--- config.mk ---
export PLATFORM = sky130hd
export DESIGN_NAME = ref_delay_line
export DESIGN_NICKNAME = d
export VERILOG_FILES = /design/src/rtl/ber_checker_ref_delay_line.sv
export SDC_FILE = /design/constraint.sdc
export NUM_CORES = 1
export LEC_CHECK = 0
export CORE_AREA = 2 2 74 76
export DETAILED_ROUTE_END_ITERATION = 7
export DIE_AREA = 0 0 76 78
export PLACE_DENSITY_LB_ADDON = 0.12
export SLEW_MARGIN = 20
export SYNTH_ARGS = -nofsm -noshare
export SYNTH_HDL_FRONTEND = slang
export SYNTH_SLANG_ARGS = --single-unit
--- constraint.sdc ---
create_clock -name clock -period 1.35 [get_ports clock]
set_input_delay 0.135 -clock clock [delete_from_list [all_inputs] [get_ports clock]]
set_output_delay 0.135 -clock clock [all_outputs]
set_load 0.02 [all_outputs]
--- src/rtl/ber_checker_ref_delay_line.sv ---
// Reference bit history: a shift register of transmitted bits with a read mux,
// so the checker can line up a decided bit with the bit sent i_sel symbols ago.
module ref_delay_line #(
    parameter int NB_DELAY = 5
) (
    input  logic                clock,
    input  logic                i_reset,
    input  logic                i_enable,
    input  logic                i_shift,
    input  logic                i_bit,
    input  logic [NB_DELAY-1:0] i_sel,
    output logic                o_bit
);

    localparam int LEN = 2 ** NB_DELAY;

    logic [LEN-1:0] line_reg;

    // Newest bit enters at position 0; position k holds the bit from k symbols ago.
    always_ff @(posedge clock or negedge i_reset) begin
        if (!i_reset) begin
            line_reg <= '0;
        end else if (i_enable && i_shift) begin
            line_reg <= {line_reg[LEN-2:0], i_bit};
        end
    end

    assign o_bit = line_reg[i_sel];

endmodule

* Word-level counts from Yosys, hierarchy flattened
Cells that the tools add are included.
Widths: inputs -> output; s select.
** Word-level totals
- Register bits :: 32
- Input port bits :: 10
- Output and inout bits :: 1
- Logic and storage cells :: 5
** Operators by class
- Order comparisons :: 1
- Muxes and demuxes :: 2
- Reduce and logical (&&, ||, !) cells :: 1
** Operators with widths (count)
- $lt 5x6->1 const B :: 1
- $bmux 1 s5 :: 1
- $logic_and 1x1->1 :: 1
- $mux 1 :: 1

* Logic depth before layout (Yosys ltp)
- Depth in word-level cells :: 2
- Mapped depth :: 7

* Worst setup path after synthesis
OpenSTA, ideal clock, no wires.
- Kind :: input to output
- Start point :: in i_sel[1]
- End point :: out o_bit
- Data arrival time :: 1.108 ns
- Required time :: 1.215 ns
- Slack :: 0.107 ns
- Stages :: 7
- Path buffers :: 2
- Cell sequence :: buf_6 buf_12 mux2i_1 a22oi_1 nand3_1 nand2_1 a311o_1
** Between the ends
- Word-level cells in the longest chain between the ends :: 2
** Ends and longest elaborated chain
- start, declared :: line 11 : input logic [NB_DELAY-1:0] i_sel,
- $bmux 1 s5 :: line 28 : assign o_bit = line_reg[i_sel];
- $mux 1 (implied by the code) :: line 28
- end, declared :: line 12 : output logic o_bit
No other way between the ends. The select of a mux whose other input is x is not followed.

* Final worst setup path
- Start point :: reg line_reg[10]
- End point :: out o_bit
** Between the ends
- Word-level cells in the longest chain between the ends :: 2
** Ends and longest elaborated chain
- start, declared :: line 17 : logic [LEN-1:0] line_reg;
- start signal, assigned :: line 24 : line_reg <= {line_reg[LEN-2:0], i_bit};
- $bmux 1 s5 :: line 28
- $mux 1 (implied by the code) :: line 28
No other way between the ends. The select of a mux whose other input is x is not followed.

==> metrics.txt <==
RSZ-0062 raised after global routing=true; worst skew pair latency=between 0.2 and 0.3 ns; register area share after synthesis=53.2%; diode count=0; reg-to-reg critical path endpoint=line_reg[27]; final RePlAce weighted congestion=approximately 0.77; GRT Overall Usage=between 10% and 20%; vias in the first global route=about 1000; CP max FO=2; starting density of the core=29.9%; layout cells sized above 1=roughly half; final core utilization=about two fifths; DP Worst Slack=-0.948 ns; Max-cap violations=0; Row Count=26; R2R setup slack=0.45 ns; hold buffer count at CTS=0; # setup viols final=1; clk sinks=32; Tcrit/Tclk final=123%; Max H-tree Level=2; syn_area_per_cell=between 10 and 15 sq um; worst reg2reg path depth=2; Pwr Density=between 1000 and 1500 nW/um^2; startpoint types=flop; Placed Cells=a little over 200; top post-synthesis cells by area=dfrtp_1 (53%), mux2_2 (24%), mux2i_1 (11%); worst vdd ir=798 uV; WP data required=1.22 ns; Syn-to-layout area delta=34.1%; Final Instance Count excl. Fillers=between 200 and 250; first-pass GRT wire length=a little under 5 mm; die width=between 70 and 80 microns; Post-Synthesis Cell Area=around 1500 sq um; DIE AREA=between 5000 and 6000 sq um; Via density=4.39; pin count of the biggest net entering global routing=33; fmax=roughly 600 MHz; Worst Setup SP=line_reg[10]; Final #Nets=between 150 and 200; Post-Synth Adder-Cell Area=0%; simple-gate share of the synthesized area=roughly 5.0%; drt total wl=roughly 2.8 mm; Die H=a little under 80 microns; complex-gate fraction of the synthesized area=roughly 4.2%; initial antenna violation count=0; final count of hold timing violations=0; worst hold path type=input port to asynchronous set/reset pin; dpl hpwl=1.87 mm; DR pass1 iterations=2; total grt overflow=0; max reg flops=32; Leak=between 0.9 and 1 nW; IO buf count=10; WL per Instance=approximately 13 microns; top-level I/O count=11; Antenna Nets Post-Route=0; combinational family with the most area after synthesis=multiplexers; total CTS buffers=5; setup ws final=-0.307 ns; Yosys cell types=18; max-slew violation count=0; r2r startpoint=line_reg[26]; violations in the final reports=negative setup slack; Post-Synth XOR/XNOR Area=0%; CP arrival=approximately 1.5 ns; Slew Limit Headroom=around 82%; core area=5040 sq um; mux cell area share after synthesis=between 30 and 40%; Worst Setup EP=o_bit; clk slew on worst S/H paths=~0.060 ns; worst slew pin tran=~0.27 ns; syn_nets=approximately 120; routed vias=roughly 960; crit path time final=around 1.7 ns; Yosys top cell area share=53.2%; critical path type=flop to output port; Crit. End Element=output port; CTS root buf=clkbuf_8; status=complete, but fails checks; Initial DRC Count=35; cells after synthesis=between 100 and 150; worst-case clock skew=around 0.0042 ns; TritonCTS clock tree=yes; total design power=approximately 2.9 mW; Synth area leader=dfrtp_1; # DRC=0; Synth Register Bits=32; synth warn=0; setup TNS=-0.307 ns; Clock Path Buffers=2
## per-stage QoR
stage	hold slack (ns)	area, sq um
3_3_place_gp	0.496	1850
2_1_floorplan	-0.161	1510
4_1_cts	0.237	2010
3_5_place_dp	0.507	1850
5_1_grt	0.243	2020
6_report	0.229	2020
## layer usage
metal	part of all wire, %	up-vias	wire (microns)	track usage, %
li1	-	476	-	-
met1	45	470	1270	12.3
met2	49	11	1400	18.2
met3	3.6	5	102	3.72
met4	1.9	0	55	4.91
met5	0	-	0	0
## layout by cell type, fill, tap and decap left out, types with 2 or more instances in the layout
| master | netlist | layout |
|---|---|---|
| dlygate4sd2_1 | 0 | 2 |
| clkdlybuf4s50_1 | 0 | 6 |
| mux2_2 | 32 | 32 |
| dfrtp_1 | 32 | 32 |
| a22oi_1 | 4 | 4 |
| nand2_1 | 7 | 7 |
| clkbuf_8 | 0 | 7 |
| a21oi_1 | 3 | 2 |
| buf_4 | 0 | 24 |
| buf_12 | 1 | 3 |
| mux2i_1 | 16 | 16 |
| nand3_1 | 2 | 2 |
## power breakdown
group          leakage, nW  switching (mW)  internal [mW]
Combinational        0.517           0.267          0.537
Sequential           0.422           0.121           1.18
Clock               0.0503           0.318          0.453
Total                0.990           0.706           2.17
## critical path, cell delays in order, from the launching register on
cell	delay (ns)
dfrtp_1	0.38
mux2i_1	0.15
a21oi_1	0.08
nand3_1	0.09
nand2_1	0.05
a311o_1	0.35
buf_6	0.14
## cells by family after synthesis
group,after synthesis
AND/OR/NAND/NOR,15
multiplexers,48
flip-flops,32
AO/OA/AOI/OAI,9
buffers and inverters,5
## timing repair
item / 4_1_cts / 5_1_grt
resized for setup: 15 / 0
cloned: 1 / 0
pin swaps: 6 / 0
setup buffers: 4 / 1
endpoints found under the setup margin: 1 / 1
## synthesized netlist by cell type
cell type / instances
dfrtp_1: 32
mux2_2: 32
mux2i_1: 16
nand2_1: 7
a22oi_1: 4
a21oi_1: 3
buf_2: 3
nand3_1: 2
a211oi_1: 1
a311o_1: 1
and2_1: 1
and2b_1: 1
buf_12: 1
buf_6: 1
nand2b_1: 1
nand4b_1: 1
nor2_1: 1
nor2b_1: 1
## worst min path at each step
stage,to,slack (ns),depth (start not counted),startpoint
2_1_floorplan,line_reg[0],-0.16,0,i_reset
3_3_place_gp,line_reg[31],0.50,1,line_reg[31]
3_5_place_dp,line_reg[31],0.51,1,line_reg[31]
4_1_cts,line_reg[20],0.24,2,i_reset
5_1_grt,line_reg[20],0.24,2,i_reset
6_report,line_reg[20],0.23,2,i_reset
## final cells by class
cell class | instances | area, sq um
Clock buffer | 7 | 96.3
Fill cell | 488 | 3020
Tap cell | 70 | 87.6
Timing Repair Buffer | 38 | 368
Sequential cell | 32 | 801
Multi-Input combinational cell | 72 | 666
Power figures use the tool's default switching activity.
